<file path="config.mk">
export PLATFORM = sky130hd
export DESIGN_NAME = dmem_arbiter
export DESIGN_NICKNAME = d
export VERILOG_FILES = /design/src/rtl/dmem_arbiter.sv
export SDC_FILE = /design/constraint.sdc
export NUM_CORES = 1
export LEC_CHECK = 0
export CAP_MARGIN = 40
export CORE_UTILIZATION = 37
export CTS_CLUSTER_DIAMETER = 50
export DETAILED_ROUTE_END_ITERATION = 10
export PLACE_DENSITY = 0.79
export SYNTH_ARGS = -nofsm -noshare
export SYNTH_HDL_FRONTEND = slang
export SYNTH_SLANG_ARGS = --single-unit
</file>
<file path="constraint.sdc">
create_clock -name clk -period 3.1 [get_ports clk]
set_input_delay 0.775 -clock clk [delete_from_list [all_inputs] [get_ports clk]]
set_output_delay 0.775 -clock clk [all_outputs]
set_load 0.01 [all_outputs]
</file>
<file path="src/rtl/dmem_arbiter.sv">
// Two-requester arbiter in front of dat_mem: round-robin or locked ownership, lock timeout, registered read return.
// Optional build macro DMEM_ARB_FIXED_PRIO_EN: IDLE contention always favours requester 0.
module dmem_arbiter #(
    parameter int AW       = 8,
    parameter int DW       = 8,
    parameter int LOCK_MAX = 16
) (
    input  logic          clk,
    input  logic          reset,
    input  logic          req0,
    input  logic          req1,
    input  logic          we0,
    input  logic          we1,
    input  logic [AW-1:0] addr0,
    input  logic [AW-1:0] addr1,
    input  logic [DW-1:0] wdata0,
    input  logic [DW-1:0] wdata1,
    input  logic          lock0,
    input  logic          lock1,
    output logic          gnt0,
    output logic          gnt1,
    output logic [DW-1:0] rdata0,
    output logic [DW-1:0] rdata1,
    output logic          rvalid0,
    output logic          rvalid1,
    output logic [AW-1:0] mem_addr,
    output logic          mem_wr_en,
    output logic [DW-1:0] mem_dat_in,
    input  logic [DW-1:0] mem_dat_out,
    output logic          lock_err
);

    // state | meaning
    // IDLE  | arbitrate between both requesters
    // OWN0  | requester 0 holds the lock, requester 1 stalled
    // OWN1  | requester 1 holds the lock, requester 0 stalled
    typedef enum logic [1:0] {IDLE, OWN0, OWN1} state_t;

    localparam int CW = $clog2(LOCK_MAX);
    localparam logic [CW-1:0] TMR_LOAD = CW'(LOCK_MAX - 1);

    state_t        state;
    logic [CW-1:0] lock_tmr;
    logic          acc0;
    logic          acc1;

`ifndef DMEM_ARB_FIXED_PRIO_EN
    logic rr_last;
`endif

    always_comb begin
        gnt0 = 1'b0;
        gnt1 = 1'b0;
        if (!reset) begin
            case (state)
                OWN0:    gnt0 = req0;
                OWN1:    gnt1 = req1;
                default: begin
                    if (req0 && req1) begin
`ifdef DMEM_ARB_FIXED_PRIO_EN
                        gnt0 = 1'b1;
`else
                        // The requester that did not go last wins the tie.
                        gnt0 = rr_last;
                        gnt1 = !rr_last;
`endif
                    end else begin
                        gnt0 = req0;
                        gnt1 = req1;
                    end
                end
            endcase
        end
    end

    assign acc0       = req0 & gnt0;
    assign acc1       = req1 & gnt1;
    assign mem_addr   = gnt1 ? addr1 : addr0;
    assign mem_dat_in = gnt1 ? wdata1 : wdata0;
    assign mem_wr_en  = (acc0 & we0) | (acc1 & we1);

    always_ff @(posedge clk) begin
        if (reset) begin
            state    <= IDLE;
            lock_tmr <= '0;
            rdata0   <= '0;
            rdata1   <= '0;
            rvalid0  <= 1'b0;
            rvalid1  <= 1'b0;
            lock_err <= 1'b0;
`ifndef DMEM_ARB_FIXED_PRIO_EN
            rr_last  <= 1'b1;
`endif
        end else begin
            rvalid0 <= acc0 & !we0;
            rvalid1 <= acc1 & !we1;
            if (acc0 && !we0) rdata0 <= mem_dat_out;
            if (acc1 && !we1) rdata1 <= mem_dat_out;
`ifndef DMEM_ARB_FIXED_PRIO_EN
            if (acc0) rr_last <= 1'b0;
            if (acc1) rr_last <= 1'b1;
`endif
            case (state)
                IDLE: begin
                    if (acc0 && lock0) begin
                        state    <= OWN0;
                        lock_tmr <= TMR_LOAD;
                    end else if (acc1 && lock1) begin
                        state    <= OWN1;
                        lock_tmr <= TMR_LOAD;
                    end
                end
                OWN0: begin
                    // A releasing access takes priority over the timeout.
                    if (acc0 && !lock0) begin
                        state <= IDLE;
                    end else if (lock_tmr == '0) begin
                        state    <= IDLE;
                        lock_err <= 1'b1;
                    end else begin
                        lock_tmr <= lock_tmr - 1'b1;
                    end
                end
                OWN1: begin
                    if (acc1 && !lock1) begin
                        state <= IDLE;
                    end else if (lock_tmr == '0) begin
                        state    <= IDLE;
                        lock_err <= 1'b1;
                    end else begin
                        lock_tmr <= lock_tmr - 1'b1;
                    end
                end
                default: state <= IDLE;
            endcase
        end
    end

endmodule
</file>
# Yosys cells after proc, flatten, opt, wreduce, memory -nomap -nowiden
# Index checks and enable logic that the tools add are counted.
# Widths: inputs -> output; s select.
totals:
  reg_bits: 26
  in_bits: 48
  elab_cells: 64
op_classes:
  n_mux: 24
  addsub: 1
  bitwise_logic: 7
  reduce_logical: 19
  eq_ne: 5
op_table:
  columns: ["operator", "count"]
  rows:
  - ["$mux 4", 5]
  - ["$mux 8", 2]
  - ["$pmux 4 s3", 1]
  - ["$mux 2", 5]
  - ["$logic_and 1x1->1", 7]
  - ["$mux 1", 7]
  - ["$and 1x1->1", 6]
  - ["$pmux 1 s2", 3]
  - ["$pmux 2 s3", 1]
  - ["$logic_not 1->1", 5]
  - ["$logic_not 4->1", 1]
  - ["$ne 2x2->1 const B", 2]
  - ["$reduce_and 4->1", 1]
  - ["$sub 4x1->4 const B", 1]
  - ["$ne 3x3->1 const B", 1]
  - ["$reduce_and 3->1", 1]
  - ["$reduce_bool 3->1", 1]
  - ["$eq 2x1->1 const B", 1]
  - ["$eq 2x2->1 const B", 1]
  - ["$logic_not 2->1", 1]
  - ["$reduce_bool 2->1", 1]
  - ["$reduce_or 2->1", 1]
  - ["$or 1x1->1", 1]

# Longest topological paths before layout
depth:
  depth_word: 9
  depth_mapped: 9
  ltp_nobuf: 7

# Worst setup path after synthesis
# OpenSTA, ideal clock, no wires.
synth_path:
  path_type: "register to output"
  start: "register state[0]"
  end: "output mem_addr[5]"
  path_stages_with_launch: 10
  slack_ps: 277
  arrival_time_ps: 2048
  required_time_ps: 2325
  path_cell_list: "dfxtp_1 -> inv_1 -> ha_1 -> buf_4 -> or2b_2 -> nand3_1 -> clkinv_1 -> clkbuf_1 -> nand2_1 -> nand2_1"
synth_via:
  elab_chain_cells: 4
synth_rtl:
  columns: ["element", "line", "text"]
  rows:
  - ["start: declaration", "42", "state_t state;"]
  - ["start signal: assignment", "84", "state <= IDLE;"]
  - ["start signal: assignment", "106", "state <= OWN0;"]
  - ["start signal: assignment", "109", "state <= OWN1;"]
  - ["$eq 2x2->1 or $eq 2x1->1 (tied branches)", "55", "case (state)"]
  - ["$pmux 1 s2 (*)", "55", null]
  - ["$mux 1 (*)", "54", "if (!reset) begin"]
  - ["net gnt1", "21", "output logic gnt1,"]
  - ["$mux 8 (*)", "78", "assign mem_addr = gnt1 ? addr1 : addr0;"]
  - ["end: declaration", "26", "output logic [AW-1:0] mem_addr,"]
# Mark *: on every way through the listed nets, which the timed path passes. The rest lies on a longest branch.

# Worst setup path in the final report
layout_path:
  start: "input req0"
  end: "output gnt0"
layout_via:
  elab_chain_cells: 4
layout_rtl:
  columns: ["element", "line", "text"]
  rows:
  - ["start: declaration", "10", "input logic req0,"]
  - ["$logic_and 1x1->1", "59", "if (req0 && req1) begin"]
  - ["$mux 1", "59", null]
  - ["$pmux 1 s2 (*)", "55", null]
  - ["$mux 1 (*)", "54", null]
  - ["end: declaration", "20", "output logic gnt0,"]
# Every way passes the cells marked *; elsewhere a longest branch is shown, timed or not.

==> out/summary.log <==
[status] outcome finished, final reports clean
[placed_design] total half-perimeter wirelength after legalization and detailed placement 3140 µm
[sta] total negative slack for setup checks 0 ns
[sta] clock period minus worst slack 3.00 ns
[critical_path] chain of cells forming the critical path clkdlybuf4s50_1, and2b_2, and3_2, clkdlybuf4s50_1
[power] clock power share 28.9%
[sta] Max Clk Rate 0.334 GHz
[power] total power divided by cell area 388 nW/µm²
[critical_path] Worst Path Class, Setup in -> out
[sta] Pins Over Slew Limit 0
[cells_and_area] # fillers 322
[floorplanning] Die X 64.6 µm
[floorplanning] area enclosed by the die boundary 4170 µm²
[cells_and_area] share of layout cells above drive strength 1 12.4%
[cells_and_area] number of antenna diodes 0
[cells_and_area] final std cell area, no fill 2510 µm²
[cells_and_area] Area Growth Syn to Fin 73.2%
[logic_synthesis] Post-Synthesis Net Count 241
[route] routed wire length per instance 12.6 µm
[sta] transition time at the pin with the least slew margin 0.589 ns
[clock_tree] clock tree from TritonCTS built
[power] Net Sw Frac 26.9%
[floorplanning] height of the die 64.6 µm
[critical_path] dominant cell type by count on the critical path clkdlybuf4s50_1
[route] remaining antenna violation count 0
[power] Int Power 711 µW
[global_route] global-route total usage across every layer 22.1%
[sta] setup slack of the critical path after layout 0.105 ns
[logic_synthesis] count of yosys warnings during synthesis 0
[floorplanning] initial core utilization 39.0%
[clock_tree] Clock transition at path regs 0.09 ns
[power] part of the power in registers 38.5%
[logic_synthesis] cells after synthesis 188
[power] Comb power frac 32.6%
[hold_path] Hold Crit Class reg -> reg
[critical_path] critical path data arrival time 2.22 ns
[logic_synthesis] Post-Synthesis Mean Instance Area 7.71 µm²
[logic_synthesis] largest area contributor in the netlist dfxtp_1
[global_route] total grt overflow 0
[power] standby leakage power 0.00107 µW
[sta] number of hold violations in the final report 0
[floorplanning] FP Rows 22
[job] Max-Cap Viols 0
[sta] maximum clock skew at final layout 0.00182 ns
[route] total wire length after detailed routing 4180 µm
[placed_design] post-placement cell area 2420 µm²
[route] count of TritonRoute iterations in the first routing pass 4
[global_route] via count of the first global-routing pass 1,593
[logic_synthesis] cells taking the most area after synthesis dfxtp_1 (36%), nand2_1 (16%), mux2i_1 (5.5%)
[placed_design] count of buffers from port buffering 85
[floorplanning] number of top-level design ports 86
[logic_synthesis] top-area cell type share of the netlist area 35.9%
[placed_design] worst setup timing slack at the placement stage -0.255 ns
[route] DR vias 1,582
[sta] Final period util 96.6%
[sta] setup repair after global routing missed its margin false
[cells_and_area] most common library cell in the layout ignoring fill and taps clkdlybuf4s50_1
[route] Via density 4.78
[logic_synthesis] synthesized flop and latch total 26
[logic_synthesis] post-synthesis sequential area ratio 35.9%
[sta] max_slew headroom 60.4%
[placed_design] global placement routability congestion 0.769
[clock_tree] Skew-Pair Late Insertion Delay 0.27 ns
[power] net load switching power 261 µW
[global_route] wire length of the first global-routing pass 7240 µm
[cells_and_area] total number of nets in the final design 337
[cells_and_area] commonest cells after routing, fill and taps aside clkdlybuf4s50_1 (65), nand2_1 (62), dfxtp_1 (26)
[route] Residual DRC 0
[logic_synthesis] post-synthesis cell type count 41
[power] Peak supply drop 0.356 mV
[critical_path] Worst path max stage delay 0.56 ns
[clock_tree] CTS Buffer Depth 2
[clock_tree] CTS H-tree lvls 1
[critical_path] Crit. End Element primary output
[clock_tree] number of clock buffers inserted by TritonCTS 3
[clock_tree] number of clock sinks 26
[clock_tree] Clock Tree Root clkbuf_8
[floorplanning] Core Region 3720 µm²
[critical_path] required time of the worst setup path 2.32 ns
[critical_path] CP Max Fanout 4
[sta] count of endpoints failing setup in the final report 0
[global_route] maximum number of pins on one net before global-route repair 19
[critical_path] cell with the largest stage delay on the worst path clkdlybuf4s50_1
[route] DRC marker count from the first detailed-route iteration 71
[logic_synthesis] Mapped Area 1450 µm²
[critical_path] kind of start point of the critical path input pin
[global_route] antenna violations before repair 0
[power] total power 973 µW
[through the flow]
stage	util [%]	hold slack [ns]	instances
global route	67.5	0.480	331
floorplan	-	0.469	188
finish	67.5	0.463	331
detailed placement	65.2	0.453	325
global placement	64.8	0.442	323
CTS	67.5	0.466	331
[cells by family after synthesis]
group                      Yosys count  synth area share, %
buffers and inverters               16                 4.84
AOI/OAI and AO/OA                   26                 13.3
and+or+nand+nor                    107                 36.1
muxes                                8                 5.53
adders and majority gates            5                 4.32
DFF                                 26                 35.9
[power groups by stage]
stage	clock network (µW)	registers, µW	logic, µW
after detailed placement	0	382	325
after CTS	287	375	319
after global placement	0	382	321
final	281	375	317
after floorplan	0	385	146
after global routing	296	379	348
[layout make-up]
cell class                      instances  area, µm²  share of cell area [%]
Clock inverter                          1       30.0                    1.20
Multi-Input combinational cell        146        876                    34.9
Timing Repair Buffer                   99        951                    37.9
Clock buffer                            3       41.3                    1.65
Tap cell                               48       60.1                    2.39
Inverter                                8       31.3                    1.25
Sequential cell                        26        520                    20.7
[synth_stat cells]
| cell type | instances |
|---|---|
| a2111oi_4 | 1 |
| a21bo_2 | 1 |
| a21oi_1 | 5 |
| a221o_2 | 1 |
| a22o_1 | 1 |
| a22oi_1 | 1 |
| a311oi_1 | 1 |
| a41oi_1 | 1 |
| and2b_2 | 2 |
| and3_2 | 1 |
| and3b_2 | 1 |
| and4_4 | 1 |
| and4b_2 | 2 |
| buf_2 | 2 |
| buf_4 | 2 |
| clkbuf_1 | 4 |
| clkinv_1 | 1 |
| dfxtp_1 | 26 |
| ha_1 | 5 |
| inv_1 | 7 |
| mux2i_1 | 8 |
| nand2_1 | 62 |
| nand2b_1 | 8 |
| nand3_1 | 3 |
| nand3b_1 | 2 |
| nand4_1 | 1 |
| nor2_1 | 11 |
| nor2b_1 | 1 |
| nor3_1 | 3 |
| nor3b_1 | 1 |
| nor4_1 | 1 |
| nor4b_1 | 1 |
| o21ai_0 | 10 |
| o2bb2ai_1 | 1 |
| o32ai_1 | 2 |
| o41ai_1 | 1 |
| or2b_1 | 1 |
| or2b_2 | 2 |
| or3_1 | 1 |
| or3_2 | 1 |
| or3b_4 | 1 |
[timing repair]
item / 4_1_cts / 5_1_grt
buffers inserted: 1 / 0
pin swaps: 0 / 1
endpoints found under the hold margin: 0 / 0
gates resized for setup: 25 / 1
gates cloned: 1 / 0
hold buffers: 0 / 0
endpoints found under the setup margin: 19 / 1
[final timing paths]
kind	from	to	slack (ns)	cells past startpoint
worst max-delay path	req0	gnt0	0.10	4
worst min register to register	lock_err	lock_err	0.46	2
worst max register to register	state[0]	lock_tmr[3]	0.75	9
worst min-delay path	lock_err	lock_err	0.46	2
[sequential cells by signal, indices dropped and copies added (netlist names)]
| name | flops |
|---|---|
| rdata0 | 8 |
| rdata1 | 8 |
| lock_tmr | 4 |
| state | 2 |
| lock_err | 1 |
| rr_last | 1 |
| rvalid0 | 1 |
| rvalid1 | 1 |
[routing by layer]
layer  global-route usage [%]  up-vias  share of wire (%)
met5                        0        -                  0
met4                     4.17        0               0.69
met3                     7.92        4                7.6
met2                     37.5       37                 47
met1                     26.9      717                 44
li1                         -      824                  -
[worst max-delay path: cells and delay by family]
family	cells	cell delay, ns
buf+inv	2	1.07
simple gates	2	0.38
Power figures use the tool's default switching activity.
==> variant 1 (same flow settings) <==
Re-encode `state_t` (3 states) as one-hot, 3 bits wide.
--- a/src/rtl/dmem_arbiter.sv
+++ b/src/rtl/dmem_arbiter.sv
@@ -34,7 +34,7 @@
     // IDLE  | arbitrate between both requesters
     // OWN0  | requester 0 holds the lock, requester 1 stalled
     // OWN1  | requester 1 holds the lock, requester 0 stalled
-    typedef enum logic [1:0] {IDLE, OWN0, OWN1} state_t;
+    typedef enum logic [2:0] {IDLE = 3'b001, OWN0 = 3'b010, OWN1 = 3'b100} state_t;
 
     localparam int CW = $clog2(LOCK_MAX);
     localparam logic [CW-1:0] TMR_LOAD = CW'(LOCK_MAX - 1);
Behaviour: no difference found for any inputs over 10 cycles, from zero or initial values and one cycle with reset high; not proved beyond that.
==> variant 1 against the unedited design <==
- setup slack worse by 0.052 ns
- critical path type unchanged
- largest cell class unchanged
- sequential cell count grew 1
- final area grew 3.0%
- wire length grew 0.62%
- critical path depth grew 4
- non-clock buffer count is the same
- synthesized area grew 6.0%
- register-to-register slack better by 0.27 ns
- clock skew up 0.011 ns
- total power is 9.2% lower
- count of clock-buffer cells in the layout unchanged
- highest routed layer unchanged
- combinational power shrank 9.8%
==> variant 1: results (changes against the unedited design) <==
status: "completed"
antenna_found_initial: 0  # unchanged
wl_mm: 4.21  # +0.62%
root_buffer: "clkbuf_8"
ys_seq_area_share_pct: 35.2  # -0.72 points
synth_compound_area_share_pct: 12.9  # -0.42 points
p_leak_nw: 1.05  # -1.4%
dp_hpwl_mm: 3.13  # -0.17%
drive_gt1_share_pct: 30.5  # +18 points
yosys-mux-area-fraction_pct: 25.4  # +20 points
critPathMaxFanout: 5  # +1
synth.most_common_cell: "dfxtp_1"
dpl.cell_count: 288  # -11%
synthDistinctLibCells: 43  # +4.9%
cpPeakStageDelay_ns: 0.34  # -0.22 ns
synth_xor_area_share_pct: 0  # unchanged
synthArstFlopShare_pct: 0  # unchanged
largestRegisters: "rdata0: 8 flops, rdata1: 8 flops, lock_tmr: 4 flops"
port_buffers: 85  # unchanged
clk_pin_slew_ns: 0.09  # about the same
ir_worst_vdd_uv: 179  # -50%
synth_area_per_cell_um2: 10.2  # +32%
clkLatencyLatePin_ns: 0.28
grt_max_degree: 30  # +11
fill_cells: 349  # +8.4%
antennaDiodeCount: 0  # unchanged
pre_cts_ws_ns: -0.447  # -0.192 ns
gp_congestion: 0.832  # +8.3%
cts_buffers: 3  # unchanged
synth_adder_area_share_pct: 0.815  # -3.5 points
critPathSlowestCell: "mux2_2"
hold_class: "flop to flop"
clk_path_buf_depth: 2  # unchanged
synthTopCellsByArea: "dfxtp_1, mux2_2, mux2_4"
fin_nets: 296  # -12%
avgViaCountPerCell: 5.03  # +5.2%
setup_violations: 0  # unchanged
cts-htree-levels: 1  # unchanged
drtIter0Drc: 61  # -14%
drt_pass1_iterations: 4  # unchanged
grt_first_pass_wirelength_mm: 6.28  # -13%
skew_ns: 0.0130  # +0.0112 ns
synth_fp_nets: 200  # -17%
drc_errors: 0  # unchanged
wl_per_cell_um: 14.2  # +13%
grt_use_total_pct: 18.6  # -3.5 points
relSlewSlack_pct: 59.8  # -0.63 points
synth_common_cells: "dfxtp_1, mux2_2, nor2b_1, nor2_1, mux2_4"
synth_warnings: 0  # unchanged
[variant 1: cell count changes after synthesis, sizes merged, moves of 4 or more]
cell,unedited run,this run
nor2b,1,18
nand2,62,2
ha,5,1
mux2i,8,0
o21ai,10,4
mux2,0,32
[variant 1: power breakdown]
group	internal, mW	leakage [nW]	switching, mW
logic	0.177	0.810	0.109
clock network	0.0915	0.0217	0.120
registers	0.369	0.221	0.0172
total	0.638	1.05	0.246
[variant 1: worst paths after layout]
path | startpoint | depth (start not counted) | slack (ns) | end
worst min-delay path | lock_err | 2 | 0.49 | lock_err
worst max register to register | state[0] | 7 | 1.02 | rdata1[1]
worst max-delay path | req0 | 8 | 0.05 | mem_addr[1]
worst min register to register | lock_err | 2 | 0.49 | lock_err
[variant 1: kinds of logic after synthesis]
logic type / Yosys count
buffers and inverters: 12
AND/OR/NAND/NOR: 51
adder cells (fa/ha/maj): 1
multiplexers: 32
flip-flops: 27
AO/OA/AOI/OAI: 28
[variant 1: repair_timing]
action	4_1_cts	5_1_grt
pin swaps	2	1
cloned	1	2
setup endpoints to repair	19	16
buffers inserted	1	0
resized for setup	66	15
[variant 1: cell type report]
class	instances	area, um^2	share of cell area (%)
inverters	4	15.0	0.581
flip-flops and latches	27	541	20.9
well taps	50	62.6	2.42
multi-input cells	112	936	36.2
clock buffers	3	41.3	1.60
clock inverters	1	7.51	0.290
repair buffers	99	982	38.0
[variant 1: worst max-delay path, delay by kind of cell]
| family | cells | cell delay, ns |
|---|---|---|
| and+or+nand+nor | 3 | 0.43 |
| muxes | 1 | 0.34 |
| buffers and inverters | 4 | 0.72 |
[variant 1: per-layer routing]
layer	vias up	routed length, um	share of wire [%]	global-route usage [%]
met1	689	1730	41	21.9
li1	733	-	-	-
met4	0	38	0.90	7.71
met2	62	2190	52	33.7
met3	4	246	5.8	2.24
met5	-	0	0	0
[variant 1: through the flow]
| stage | hold slack [ns] | TNS [ns] | area [um^2] |
|---|---|---|---|
| finish | 0.493 | 0 | 2580 |
| CTS | 0.497 | 0 | 2530 |
| global route | 0.529 | -0.0640 | 2580 |
| floorplan | 0.464 | 0 | 1540 |
| global placement | 0.456 | -7.02 | 2480 |
| detailed placement | 0.474 | -7.54 | 2480 |
==> variant 2 (same settings) <==
Without the edit above. `LOCK_MAX`: 16 -> 8.
--- a/src/rtl/dmem_arbiter.sv
+++ b/src/rtl/dmem_arbiter.sv
@@ -3,7 +3,7 @@
 module dmem_arbiter #(
     parameter int AW       = 8,
     parameter int DW       = 8,
-    parameter int LOCK_MAX = 16
+    parameter int LOCK_MAX = 8
 ) (
     input  logic          clk,
     input  logic          reset,
Check against the original RTL: not equivalent (Yosys sat finds a counterexample within 10 cycles, from zero or initial values and one cycle with reset high).
==> variant 2 against the unedited design <==
- first-iteration DRC count fell by 15%
- sequential power down 6.7%
- worst hold slack improved by 0.019 ns
- clock power down 48%
- synthesized area is 7.9% lower
- sequential cell count down 1
- wire length fell by 6.3%
- highest routed layer unchanged
- die area is 7.6% lower
- final area shrank 6.7%
- largest cell class unchanged
- total power is 20% lower
- setup slack improved by 0.070 ns
==> variant 2: results (changes against the unedited design) <==
status: "completed"
min-delay-start: "rdata1[2]"
grt_pass1_vias: 1239  # -22%
internal-power_mw: 0.549  # -23%
synth_xor_area_share_pct: 0  # unchanged
cpPeakStageDelay_ns: 0.48  # -0.08 ns
pre_cts_ws_ns: -0.184  # +0.0706 ns
skew_ns: 0.00464  # +0.00282 ns
yosys-mux-area-fraction_pct: 6.00  # +0.47 points
timing.rr.end: "lock_tmr[2]"
power_frac_seq_pct: 44.8  # +6.3 points
relSlewSlack_pct: 60.4  # about the same
ir_worst_vdd_uv: 323  # -9.3%
clk_pin_slew_ns: 0.14  # +0.05 ns
synth_fp_nets: 234  # -2.9%
ys_seq_area_share_pct: 37.5  # +1.6 points
place_area_um2: 2310  # -4.5%
clkLatencyLatePin_ns: 0.32  # +0.05 ns
min_path_cells: 2  # unchanged
post_cts_buffers: 0  # -1
reg2reg_slack_ns: 0.87  # +0.12 ns
antenna_found_initial: 0  # unchanged
crit_end: "gnt0"
p_sw_mw: 0.233  # -11%
gp_congestion: 0.814  # +5.9%
holdWs_ns: 0.482  # +0.0188 ns
cp_data_arrival_time_ns: 2.15  # -0.07 ns
largestRegisters: "rdata0: 8 flops, rdata1: 8 flops, lock_tmr: 3 flops"
postCtsResizedCells: 24  # -4.0%
dp_hpwl_mm: 3.02  # -3.7%
layout_setup_ws_ns: 0.175  # +0.0700 ns
worstSetupStartpoint: "req1"
synth_area_per_cell_um2: 7.42  # -3.8%
synth_compound_area_share_pct: 15.2  # +1.9 points
drtIter0Drc: 60  # -15%
clk_path_buf_depth: 2  # unchanged
grt_first_pass_wirelength_mm: 5.62  # -22%
p_leak_nw: 1.01  # -5.4%
synthDistinctLibCells: 33  # -20%
grt_max_degree: 25  # +6
avgViaCountPerCell: 4.85  # +1.4%
synth_adder_area_share_pct: 5.62  # +1.3 points
synth_common_cells: "nand2_1, dfxtp_1, a21oi_1, nor2_1"
grt_use_total_pct: 19.7  # -2.4 points
drive_gt1_share_pct: 9.16  # -3.2 points
whs_endpoint: "rdata1[2]"
post-synth-top-area-fraction_pct: 37.5  # +1.6 points
multi_input_area_um2: 792  # -9.6%
synthTopCellsByArea: "dfxtp_1, nand2_1, mux2i_1"
root_buffer: "clkbuf_4"
critPathMaxFanout: 3  # -1
r2r_cells: 7  # -2
fin_nets: 328  # -2.7%
p_comb_mw: 0.284  # -10%
final-instance-count-excl-fill: 319  # -3.6%
r2r_start: "state[0]"
fill_cells: 294  # -8.7%
wl_per_cell_um: 12.3  # -2.8%
-- variant 2: changes by cell type after synthesis, sizes merged, moves of 2 or more --
cell / before / now
a21oi: 5 / 13
and2b: 2 / 0
and4b: 2 / 0
buf: 4 / 2
clkbuf: 4 / 6
nand2: 62 / 59
nand2b: 8 / 0
nor2b: 1 / 4
nor3: 3 / 0
o21ai: 10 / 8
or3: 2 / 0
-- variant 2: cell type report --
cell class / instances / area share, %
tap: 46 / 2.46
timing repair buffer: 97 / 39.9
clock inverter: 1 / 0.214
clock buffer: 3 / 0.962
sequential: 25 / 21.4
inverter: 8 / 1.34
multi-input combinational: 139 / 33.8
-- variant 2: tightest hold or removal path, stage by stage, from the launching register on --
cell	delay, ns
dfxtp_1	0.33
o21ai_0	0.06
a21oi_1	0.06
-- variant 2: metal layers --
metal,vias to the layer above,share of wire (%),GRT usage [%]
met5,-,0,0
met4,0,0.61,4.76
met3,2,9.5,3.11
met2,67,48,34.2
met1,681,42,25.4
li1,796,-,-
